--- src/rtl/axil2iob.sv ---
// AXI-Lite slave to IOb master bridge: one AXI-Lite transaction becomes one IOb
// request, with a single transaction in flight and fair read/write arbitration.
module axil2iob #(
  parameter int AXIL_ADDR_W = 32,
  parameter int AXIL_DATA_W = 32,
  parameter int ADDR_W      = 32,
  parameter int DATA_W      = 32
) (
  input  logic                     clk_i,
  input  logic                     cke_i,
  input  logic                     arst_i,
  input  logic                     axil_awvalid_i,
  output logic                     axil_awready_o,
  input  logic [AXIL_ADDR_W-1:0]   axil_awaddr_i,
  input  logic [2:0]               axil_awprot_i,
  input  logic                     axil_wvalid_i,
  output logic                     axil_wready_o,
  input  logic [AXIL_DATA_W-1:0]   axil_wdata_i,
  input  logic [AXIL_DATA_W/8-1:0] axil_wstrb_i,
  output logic                     axil_bvalid_o,
  input  logic                     axil_bready_i,
  output logic [1:0]               axil_bresp_o,
  input  logic                     axil_arvalid_i,
  output logic                     axil_arready_o,
  input  logic [AXIL_ADDR_W-1:0]   axil_araddr_i,
  input  logic [2:0]               axil_arprot_i,
  output logic                     axil_rvalid_o,
  input  logic                     axil_rready_i,
  output logic [AXIL_DATA_W-1:0]   axil_rdata_o,
  output logic [1:0]               axil_rresp_o,
  output logic                     iob_avalid_o,
  output logic [ADDR_W-1:0]        iob_addr_o,
  output logic [DATA_W-1:0]        iob_wdata_o,
  output logic [DATA_W/8-1:0]      iob_wstrb_o,
  input  logic                     iob_rvalid_i,
  input  logic [DATA_W-1:0]        iob_rdata_i,
  input  logic                     iob_ready_i
);

  localparam int AXIL_STRB_W = AXIL_DATA_W / 8;
  localparam int IOB_STRB_W  = DATA_W / 8;

  localparam logic [2:0] IDLE    = 3'd0;
  localparam logic [2:0] WR_REQ  = 3'd1;
  localparam logic [2:0] WR_RESP = 3'd2;
  localparam logic [2:0] RD_REQ  = 3'd3;
  localparam logic [2:0] RD_WAIT = 3'd4;
  localparam logic [2:0] RD_RESP = 3'd5;

  logic [2:0]             state, state_n;
  logic                   aw_got, aw_got_n;
  logic                   w_got, w_got_n;
  logic                   ar_got, ar_got_n;
  logic                   rd_last, rd_last_n;
  logic [AXIL_ADDR_W-1:0] aw_addr, aw_addr_n;
  logic [AXIL_ADDR_W-1:0] ar_addr, ar_addr_n;
  logic [AXIL_DATA_W-1:0] w_data, w_data_n;
  logic [AXIL_STRB_W-1:0] w_strb, w_strb_n;

  logic                   awready_n, wready_n, arready_n;
  logic                   bvalid_n, rvalid_n;
  logic [AXIL_DATA_W-1:0] rdata_n;
  logic                   avalid_n;
  logic [ADDR_W-1:0]      addr_n;
  logic [DATA_W-1:0]      wdata_n;
  logic [IOB_STRB_W-1:0]  wstrb_n;

  logic                   aw_hs, w_hs, ar_hs, wr_ok, rd_ok;
  logic [AXIL_ADDR_W-1:0] aw_addr_e, ar_addr_e;
  logic [AXIL_DATA_W-1:0] w_data_e;
  logic [AXIL_STRB_W-1:0] w_strb_e;

  logic unused_prot;
  assign unused_prot = ^{axil_awprot_i, axil_arprot_i};

  assign axil_bresp_o = 2'b00;
  assign axil_rresp_o = 2'b00;

  assign aw_hs = axil_awvalid_i & axil_awready_o;
  assign w_hs  = axil_wvalid_i & axil_wready_o;
  assign ar_hs = axil_arvalid_i & axil_arready_o;

  // Channels accepted this very cycle count as captured, so a request can launch
  // the cycle right after its last handshake.
  assign aw_addr_e = aw_got ? aw_addr : axil_awaddr_i;
  assign w_data_e  = w_got ? w_data : axil_wdata_i;
  assign w_strb_e  = w_got ? w_strb : axil_wstrb_i;
  assign ar_addr_e = ar_got ? ar_addr : axil_araddr_i;
  assign wr_ok     = (aw_got | aw_hs) & (w_got | w_hs);
  assign rd_ok     = ar_got | ar_hs;

  always_comb begin
    state_n   = state;
    aw_got_n  = aw_got;
    w_got_n   = w_got;
    ar_got_n  = ar_got;
    rd_last_n = rd_last;
    aw_addr_n = aw_addr;
    ar_addr_n = ar_addr;
    w_data_n  = w_data;
    w_strb_n  = w_strb;
    bvalid_n  = axil_bvalid_o;
    rvalid_n  = axil_rvalid_o;
    rdata_n   = axil_rdata_o;
    avalid_n  = iob_avalid_o;
    addr_n    = iob_addr_o;
    wdata_n   = iob_wdata_o;
    wstrb_n   = iob_wstrb_o;

    case (state)
      IDLE: begin
        if (aw_hs) begin
          aw_got_n  = 1'b1;
          aw_addr_n = axil_awaddr_i;
        end
        if (w_hs) begin
          w_got_n  = 1'b1;
          w_data_n = axil_wdata_i;
          w_strb_n = axil_wstrb_i;
        end
        if (ar_hs) begin
          ar_got_n  = 1'b1;
          ar_addr_n = axil_araddr_i;
        end
        // On contention the type not served last wins; rd_last resets low so
        // the first contention goes to the read.
        if (rd_ok && (!wr_ok || !rd_last)) begin
          state_n   = RD_REQ;
          rd_last_n = 1'b1;
          avalid_n  = 1'b1;
          addr_n    = ADDR_W'(ar_addr_e);
          wdata_n   = '0;
          wstrb_n   = '0;
        end else if (wr_ok) begin
          rd_last_n = 1'b0;
          if (w_strb_e == '0) begin
            state_n  = WR_RESP;
            bvalid_n = 1'b1;
          end else begin
            state_n  = WR_REQ;
            avalid_n = 1'b1;
            addr_n   = ADDR_W'(aw_addr_e);
            wdata_n  = DATA_W'(w_data_e);
            wstrb_n  = IOB_STRB_W'(w_strb_e);
          end
        end
      end
      WR_REQ: begin
        if (iob_ready_i) begin
          state_n  = WR_RESP;
          avalid_n = 1'b0;
          bvalid_n = 1'b1;
        end
      end
      WR_RESP: begin
        if (axil_bready_i) begin
          state_n  = IDLE;
          bvalid_n = 1'b0;
          aw_got_n = 1'b0;
          w_got_n  = 1'b0;
        end
      end
      RD_REQ: begin
        if (iob_ready_i) begin
          state_n  = RD_WAIT;
          avalid_n = 1'b0;
        end
      end
      RD_WAIT: begin
        if (iob_rvalid_i) begin
          state_n  = RD_RESP;
          rvalid_n = 1'b1;
          rdata_n  = AXIL_DATA_W'(iob_rdata_i);
        end
      end
      RD_RESP: begin
        if (axil_rready_i) begin
          state_n  = IDLE;
          rvalid_n = 1'b0;
          ar_got_n = 1'b0;
        end
      end
      default: begin
        state_n  = IDLE;
        avalid_n = 1'b0;
        bvalid_n = 1'b0;
        rvalid_n = 1'b0;
      end
    endcase

    // Ready flags are registered, so they are derived from the next-cycle view.
    awready_n = (state_n == IDLE) && !aw_got_n;
    wready_n  = (state_n == IDLE) && !w_got_n;
    arready_n = (state_n == IDLE) && !aw_got_n && !w_got_n && !ar_got_n;
  end

  always_ff @(posedge clk_i or posedge arst_i) begin
    if (arst_i) begin
      state          <= IDLE;
      aw_got         <= 1'b0;
      w_got          <= 1'b0;
      ar_got         <= 1'b0;
      rd_last        <= 1'b0;
      aw_addr        <= '0;
      ar_addr        <= '0;
      w_data         <= '0;
      w_strb         <= '0;
      axil_awready_o <= 1'b0;
      axil_wready_o  <= 1'b0;
      axil_arready_o <= 1'b0;
      axil_bvalid_o  <= 1'b0;
      axil_rvalid_o  <= 1'b0;
      axil_rdata_o   <= '0;
      iob_avalid_o   <= 1'b0;
      iob_addr_o     <= '0;
      iob_wdata_o    <= '0;
      iob_wstrb_o    <= '0;
    end else if (cke_i) begin
      state          <= state_n;
      aw_got         <= aw_got_n;
      w_got          <= w_got_n;
      ar_got         <= ar_got_n;
      rd_last        <= rd_last_n;
      aw_addr        <= aw_addr_n;
      ar_addr        <= ar_addr_n;
      w_data         <= w_data_n;
      w_strb         <= w_strb_n;
      axil_awready_o <= awready_n;
      axil_wready_o  <= wready_n;
      axil_arready_o <= arready_n;
      axil_bvalid_o  <= bvalid_n;
      axil_rvalid_o  <= rvalid_n;
      axil_rdata_o   <= rdata_n;
      iob_avalid_o   <= avalid_n;
      iob_addr_o     <= addr_n;
      iob_wdata_o    <= wdata_n;
      iob_wstrb_o    <= wstrb_n;
    end
  end

endmodule

--- config.mk ---
export PLATFORM = sky130hd
export DESIGN_NAME = axil2iob
export DESIGN_NICKNAME = d
export VERILOG_FILES = /design/src/rtl/axil2iob.sv
export SDC_FILE = /design/constraint.sdc
export NUM_CORES = 1
export LEC_CHECK = 0
export CORE_AREA = 2 2 140 142
export DETAILED_ROUTE_END_ITERATION = 6
export DIE_AREA = 0 0 142 144
export PLACE_DENSITY_LB_ADDON = 0.2
export SYNTH_ARGS = -nofsm -noshare
export SYNTH_HDL_FRONTEND = slang
export SYNTH_SLANG_ARGS = --single-unit
--- constraint.sdc ---
create_clock -name clk_i -period 16.8 [get_ports clk_i]
set_clock_uncertainty 0.05 [all_clocks]
set_input_delay 3.36 -clock clk_i [delete_from_list [all_inputs] [get_ports clk_i]]
set_output_delay 3.36 -clock clk_i [all_outputs]
set_load 0.005 [all_outputs]
==> results of run 1 <==
routing by layer:
layer | up-vias | GRT usage
met2 | 188 | 0.368
met5 | - | 0
met1 | 3292 | 0.279
met3 | 47 | 0.0632
met4 | 4 | 0.0558
li1 | 3070 | -
worst reg2reg max path: stages (launching register included):
cell and delay, ns:
dfrtp_2 0.78, a21oi_1 0.70, nor2_1 0.15, a22oi_2 0.67
buf_4 0.67, mux2_2 0.43
cells in the mapped netlist, drive strengths merged:
cell type / n / share of area
or2: 1 / 0.00063
a311oi: 1 / 0.00088
buf: 36 / 0.020
nor4: 1 / 0.00063
o211ai: 1 / 0.00076
nor2b: 1 / 0.00063
conb: 1 / 0.00038
o21ai: 6 / 0.0030
o221ai: 1 / 0.00088
nor2: 48 / 0.018
xnor2: 1 / 0.00088
a22oi: 2 / 0.0020
a22o: 2 / 0.0018
inv: 9 / 0.0034
and3: 1 / 0.00063
o2bb2ai: 1 / 0.00088
or3: 1 / 0.00063
mux2i: 132 / 0.13
nand2: 11 / 0.0042
dfrtp: 213 / 0.54
o22ai: 2 / 0.0013
nand2b: 2 / 0.0013
a21oi: 11 / 0.0055
a2bb2oi: 1 / 0.00088
a21o: 2 / 0.0015
or4b: 1 / 0.0010
a211oi: 2 / 0.0015
clkbuf: 12 / 0.0045
nor3: 5 / 0.0030
a41oi: 2 / 0.0018
nand3b: 2 / 0.0015
nand3: 1 / 0.00050
mux2: 202 / 0.24
o32ai: 3 / 0.0026
o31ai: 4 / 0.0030
o21a: 1 / 0.00076
a32o: 1 / 0.0010
a31oi: 3 / 0.0019
cell type report:
| cell class | count | area, µm² |
|---|---|---|
| fill | 1335 | 5630 |
| sequential | 213 | 5330 |
| tap | 238 | 298 |
| timing repair buffer | 256 | 2540 |
| clock inverter | 5 | 100 |
| inverter | 9 | 41.3 |
| clock buffer | 38 | 764 |
| multi-input combinational | 460 | 4370 |
cells by family (layout without fill, tap and decap cells):
kind of cell,count (synthesis),in the layout,share of synthesized area
other,1,4,0.000377
buffers and inverters,57,308,0.0278
AND/OR/NAND/NOR,75,75,0.0330
AO/OA/AOI/OAI,46,46,0.0320
flip-flops,213,213,0.536
XOR/XNOR,1,1,0.000882
multiplexers,334,334,0.369
sequential cells by signal, summed over array words and instances, names as in the netlist:
name            cells
ar_got              1
aw_addr            32
axil_bvalid_o       1
aw_got              1
iob_avalid_o        1
rd_last             1
state               3
iob_addr_o         32
w_strb              4
iob_wstrb_o         4
axil_rvalid_o       1
ar_addr            32
iob_wdata_o        32
axil_awready_o      1
axil_arready_o      1
w_got               1
w_data             32
axil_wready_o       1
axil_rdata_o       32
stage by stage:
step / power (mW) / util / cells / area [µm²]
after floorplan: 1.37 / - / 730 / 9950
after global placement: 1.72 / 0.660 / 1176 / 12600
after detailed placement: 1.75 / 0.660 / 1176 / 12600
after CTS: 2.32 / 0.705 / 1219 / 13500
after global routing: 2.43 / 0.705 / 1219 / 13500
final: 2.30 / 0.705 / 1219 / 13500
path summary, 6_finish.rpt:
kind,startpoint,end,slack [ns],cells after the start
min,iob_wdata_o[19],iob_wdata_o[19],0.45,1
max in group asynchronous,arst_i,aw_got,11.56,3
min reg2reg,iob_wdata_o[19],iob_wdata_o[19],0.45,1
max reg2reg,ar_got,iob_wdata_o[25],13.24,5
max,cke_i,iob_wdata_o[25],10.65,6
min in group asynchronous,arst_i,ar_addr[8],3.38,2
power by group:
group	internal, mW	leakage, nW	switching, mW
sequential	0.738	2.72	0.132
clock	0.356	0.428	0.204
combinational	0.545	2.93	0.322
==> metrics, run 1 <==
worst skew pair latency 0.50 ns; WL final 22400 µm; syn avg cell area 13.7 µm²; CP cell instances clkdlybuf4s50_1 > or4b_1 > nor2_1 > a22oi_2 > buf_4 > mux2_2; post-CTS setup buffers 0; WP data arrival 6.48 ns; critical setup path kind input pin to register; H-Tree Depth 1; Syn Inst Count 727; grt ovf 0; Die Footprint 20400 µm²; DRC 0; total number of vias approximately 6600; core region area 19100 µm²; hold buffer count at cts 0; CTS resizes 0; Tot GR Track Use 0.219; share of layout cells above drive strength 1 0.267; Vias/cell 5.42; FP Rows 51; Die Ht about 140 µm; Slew Viols, Final 0; clock root buffer clkbuf_16; most common cell after layout, fill and taps aside clkdlybuf4s50_1; minimum clock period 6.15 ns; Ports 258; WP buf/inv 2; antenna violations before repair 3; CTS Buffer Depth 3; CP max stage delay 0.67 ns; pwr dens 171 nW/µm²; TNS Setup 0 ns; max layer used met5; M1 WL about 9500 µm; CP endpoint kind register; Setup crit start kind input pin; count of unique library cells instantiated by Yosys 45; clock-pin slew on the worst setup and hold paths roughly 0.06 ns; routed wl met2 10800 µm; largest net degree at the start of global routing 138; drt pass-1 iters 4; Mapped Area 9940 µm²; number of global-route vias before repair 6802; DR WL/cell 18.4 µm; 1st-iter DRT viols 244; post-route ant nets 0; total CTS buffers 25; final worst slack around 11 ns; Hold Slack 0.450 ns; Area Overhead vs Synth 35.4%; Initial Util 0.521; ant diodes 0; Fmax 0.163 GHz; Post-Place Worst Slack 10.15 ns; Worst-Margin Slew between 1 and 1.5 ns; GPL Wtd Cong slightly below 0.9; Setup Viol. Count Final 0; Rel. slew slack 0.266; number of clock sinks 213; first-pass GRT wire length 35800 µm; Final Cycle Share 0.366; die width approximately 140 µm; RSZ-0062 raised after global routing no; crit-path max FO 39; critical path's slowest cell clkdlybuf4s50_1; critical path's top delay family buffers and inverters; final hold vios 0; commonest non-fill, non-tap cells in the layout clkdlybuf4s50_1, dfrtp_1, mux2_2, mux2i_1, nor2_1; max cap viols 0; warnings from Yosys 0; Hold WC Path Type register to register; final net count between 1000 and 1500; flops & latches, synth 213; CTS tree done; routed wl met3 between 1500 and 2000 µm; status completed; Crit path required time about 17 ns; PortBufs 247; P_leak slightly above 6 nW; hpwl dp 14600 µm; Seq/Total Area, Yosys 0.536; Worst VDD drop 0.105 mV
Note: power is estimated with default switching activity, not from simulation.
==> inputs of run 2 (changes only) <==
- CORE_AREA: 2 2 140 142 -> 2 2 152 154
- DIE_AREA: 0 0 142 144 -> 0 0 154 156
- clock period: 16.8 -> 4.9 ns (I/O delays scaled with it)
==> run 2 against run 1 <==
Total power rose to 3.4 times the previous value. Clock-buffer cell count down 4. Core utilization shrank 10 points. Design area up 0.60%. Register-to-register slack got worse by 11 ns. Largest power group is now combinational cells. Highest routed layer is now met4.
==> metrics, run 2 (synthesis results as in run 1) <==
clock-pin slew on the worst setup and hold paths 0.06 ns; critical path depth 5; Vias/cell 5.15; share of layout cells above drive strength 1 0.272; Slew Viols, Final 0; DRC 0; Worst VDD drop 0.321 mV; RSZ-0062 raised after global routing no; CTS tree done; antenna violations before repair 0; commonest non-fill, non-tap cells in the layout clkdlybuf4s50_1, dfrtp_1, mux2_2, mux2i_1, nor2_1; WP data arrival 3.62 ns; Crit path required time 5.24 ns; FF-to-FF path depth 4; DR WL/cell 18.5 µm; critical path's slowest cell clkdlybuf4s50_1; 1st-iter DRT viols 240; Hold WC Path Type register to register; P_leak roughly 6 nW; most common cell after layout, fill and taps aside clkdlybuf4s50_1; max cap viols 0; core region area 22400 µm²; r2r setup slk 2.28 ns; total number of vias about 6600; first-pass GRT wire length 38000 µm; number of global-route vias before repair 6955; total CTS buffers 24; ant diodes 0; Worst-Margin Slew between 0.7 and 0.8 ns; H-Tree Depth 1; PortBufs 247; minimum clock period approximately 3.3 ns; hpwl dp about 16000 µm; worst skew pair latency 0.52 ns; die width about 150 µm; Hold Slack 0.452 ns; critical path's top delay family simple AND/OR/NAND/NOR gates; Die Footprint 24000 µm²; CP max stage delay 0.79 ns; clock root buffer clkbuf_16; GPL Wtd Cong 0.819; CTS Buffer Depth 3; status completed; Fmax 0.305 GHz; Initial Util 0.444; FP Rows 55; Tot GR Track Use 0.196; CP endpoint kind register; final net count 1119; largest net degree at the start of global routing 96; Ports 258; post-CTS setup buffers 0; hold path cells 1; crit-path max FO 14; pwr dens approximately 580 nW/µm²; Setup crit start kind input pin; grt ovf 0; post-route ant nets 0; Rel. slew slack 0.518; Area Overhead vs Synth 36.2%; CTS resizes 0; drt pass-1 iters 4; number of clock sinks 213; WL final 23600 µm; Fill cells 1815; WP buf/inv 2; Die Ht 156 µm; hold buffer count at cts 0; TNS Setup 0 ns; Final Cycle Share 0.669; critical setup path kind input pin to register; final hold vios 0; Setup Viol. Count Final 0; CP cell instances clkdlybuf4s50_1 > or4b_1 > nor2_4 > buf_4 > mux2_2
-- run 2: cell types whose count changed in the layout (fill, tap and decap cells not counted), sizes merged --
cell      before  now
clkinv         2    4
clkbuf        38   34
bufinv         3    2
inv            9    8
clkinvlp       0    4
buf            9   16
-- run 2: per-layer routing --
metal,track usage,vias to the layer above,wire [µm]
met5,0,-,0
met4,0.0383,0,414
met3,0.0569,27,1550
met2,0.334,152,11500
met1,0.252,3290,10100
li1,-,3083,-
-- run 2: power by group --
part	internal (mW)	leakage, nW	switching (mW)
Clock	1.10	0.391	0.724
Combinational	1.87	2.97	1.12
Sequential	2.53	2.72	0.439
Total	5.50	6.08	2.29
-- run 2: path summary, 6_finish.rpt --
path / end / from
setup / recovery: w_data[15] / cke_i
hold / removal: ar_addr[19] / ar_addr[19]
setup reg to reg: w_data[15] / state[0]
hold reg to reg: ar_addr[19] / ar_addr[19]
max in group asynchronous: aw_got / arst_i
min in group asynchronous: iob_wdata_o[4] / arst_i
-- run 2: layout make-up --
type / instances / area, µm² / area share
clock inverter: 9 / 114 / 0.00841
timing repair buffer: 263 / 2620 / 0.193
clock buffer: 34 / 698 / 0.0516
tap: 285 / 357 / 0.0264
inverter: 9 / 37.5 / 0.00277
sequential: 213 / 5330 / 0.394
multi-input combinational: 460 / 4370 / 0.323
-- run 2: metrics by stage --
| step | cell area [µm²] | setup slack, ns | util | std cells | power (mW) |
|---|---|---|---|---|---|
| after detailed placement | 12700 | 1.11 | 0.569 | 1230 | 6.03 |
| after floorplan | 9950 | 1.10 | - | 730 | 4.71 |
| after CTS | 13500 | 1.63 | 0.605 | 1273 | 7.89 |
| after global placement | 12700 | 1.11 | 0.569 | 1230 | 5.94 |
| final | 13500 | 1.62 | 0.605 | 1273 | 7.79 |
| after global routing | 13500 | 1.49 | 0.605 | 1273 | 8.28 |
==> inputs of run 3 (changes only) <==
- clock period: 4.9 -> 2.8 ns (I/O delays scaled with it)
==> run 3 against run 2 <==
Sequential share of layout area shrank 0.66 points. Register-to-register slack lost 1.8 ns. Combinational power grew 80%. Core utilization grew 1.0 points. Via count grew 1.8%. Sequential power grew 74%. First-iteration DRC count shrank 7.5%. Non-clock buffer count grew 8. Cell count grew 0.79%. Total power grew 79%. Global-route usage is essentially flat. Hold slack lost 0.11 ns. Critical path type is now register to register. Largest cell class unchanged. Largest power group unchanged. Highest routed layer unchanged.
==> metrics, run 3 (synthesis results as in run 1) <==
met1 Resource Use GR 0.261; CTS Buffer Depth 3; Final Cycle Share 0.837; Post-Place Worst Slack between 0.02 and 0.025 ns; number of global-route vias before repair 7028; Setup crit start kind register; total CTS buffers 25; GPL Wtd Cong 0.825; P_leak 6.18 nW; Initial Util 0.444; Hold WC Path Type input pin to asynchronous set/reset pin; worst skew pair latency 0.51 ns; die width 154 µm; FP Rows 55; first-pass GRT wire length 38300 µm; critical path's slowest cell or4b_1; RSZ-0062 raised after global routing no; 1st-iter DRT viols 222; Fmax 0.427 GHz; antenna violations before repair 1; PortBufs about 250; Rel. slew slack 0.564; ant diodes 0; final hold vios 0; Die Ht around 160 µm; Area Overhead vs Synth 38.5%; Register Area 5330 µm²; Worst-Margin Slew 0.654 ns; largest net degree at the start of global routing 70; final net count approximately 1100; CP cell instances or4b_1 > nor3_2 > a22oi_2 > buf_12 > mux2_4; post-CTS setup buffers 0; CTS tree done; busiest grt layer met2; Multi-input gate area 4370 µm²; hold buffer count at cts 0; clock root buffer clkbuf_16; met2 GRT Util 0.324; critical setup path kind register to register; DR WL/cell 18.3 µm; pwr dens 1010 nW/µm²; post-route ant nets 0; clock-pin slew on the worst setup and hold paths ~0.060 ns; WL final 23500 µm; final worst slack 0.457 ns; hpwl dp ~16000 µm; grt ovf 0; Worst VDD drop between 0.5 and 0.6 mV; Die Footprint between 20000 and 25000 µm²; core region area ~22000 µm²; WP buf/inv 1; max cap viols 0; TNS Setup 0 ns; share of layout cells above drive strength 1 0.280; total number of vias 6670; status completed; number of clock sinks between 200 and 250; Slew Viols, Final 0; WP data arrival 2.69 ns; commonest non-fill, non-tap cells in the layout clkdlybuf4s50_1, dfrtp_1, mux2_2, mux2i_1, nor2_1; CTS resizes 0; Crit path required time approximately 3.2 ns; Setup Viol. Count Final 0; drt pass-1 iters 5; M3 GR Usage 0.0539; CP max stage delay 0.69 ns; H-Tree Depth 1; r2r setup slk between 0.4 and 0.5 ns; critical path's top delay family simple AND/OR/NAND/NOR gates; CP endpoint kind register; Tot GR Track Use 0.197; DRC 0; most common cell after layout, fill and taps aside clkdlybuf4s50_1; Fill cells 1797; Vias/cell 5.20; crit-path max FO 36; minimum clock period 2.34 ns; Ports 258
[run 3: cell types whose count changed in the layout (fill, tap and decap cells not counted)]
cell / before / now
buf_12: 2 / 11
bufinv_16: 2 / 3
clkbuf_8: 6 / 8
clkinvlp_4: 4 / 3
clkbuf_16: 24 / 25
buf_4: 14 / 13
clkinv_8: 1 / 0
[run 3: metal layers]
metal,wire length [µm],share of wire
met1,10200,0.43
met2,11200,0.48
met3,1570,0.067
met4,503,0.021
met5,0,0
[run 3: per-stage QoR]
stage | power, mW | hold slack (ns) | instance area, µm² | util | instances
floorplan | 8.24 | 0.430 | 9950 | - | 730
detailed placement | 10.7 | 0.442 | 12900 | 0.576 | 1238
global route | 14.8 | 0.366 | 13800 | 0.615 | 1283
finish | 13.9 | 0.341 | 13800 | 0.615 | 1283
global placement | 10.5 | 0.438 | 12900 | 0.576 | 1238
CTS | 14.1 | 0.336 | 13800 | 0.615 | 1283
[run 3: worst paths after layout]
path,from,depth (start not counted),end
setup / recovery,state[0],5,iob_wdata_o[0]
hold / removal,arst_i,2,w_data[12]
setup reg to reg,state[0],5,iob_wdata_o[0]
hold reg to reg,iob_wdata_o[18],1,iob_wdata_o[18]
max in group asynchronous,arst_i,3,w_data[18]
min in group clk_i,iob_wdata_o[18],1,iob_wdata_o[18]
[run 3: area by class of cell]
cell class / instances / share of cell area
Timing Repair Buffer: 271 / 0.203
Sequential cell: 213 / 0.388
Multi-Input combinational cell: 460 / 0.318
Clock buffer: 37 / 0.0546
Clock inverter: 8 / 0.00873
Tap cell: 285 / 0.0259
Inverter: 9 / 0.00273
[run 3: power by group]
group | switching [mW] | internal (mW)
clock | 1.27 | 2.12
sequential | 0.733 | 4.43
combinational | 2.02 | 3.37
total | 4.02 | 9.93
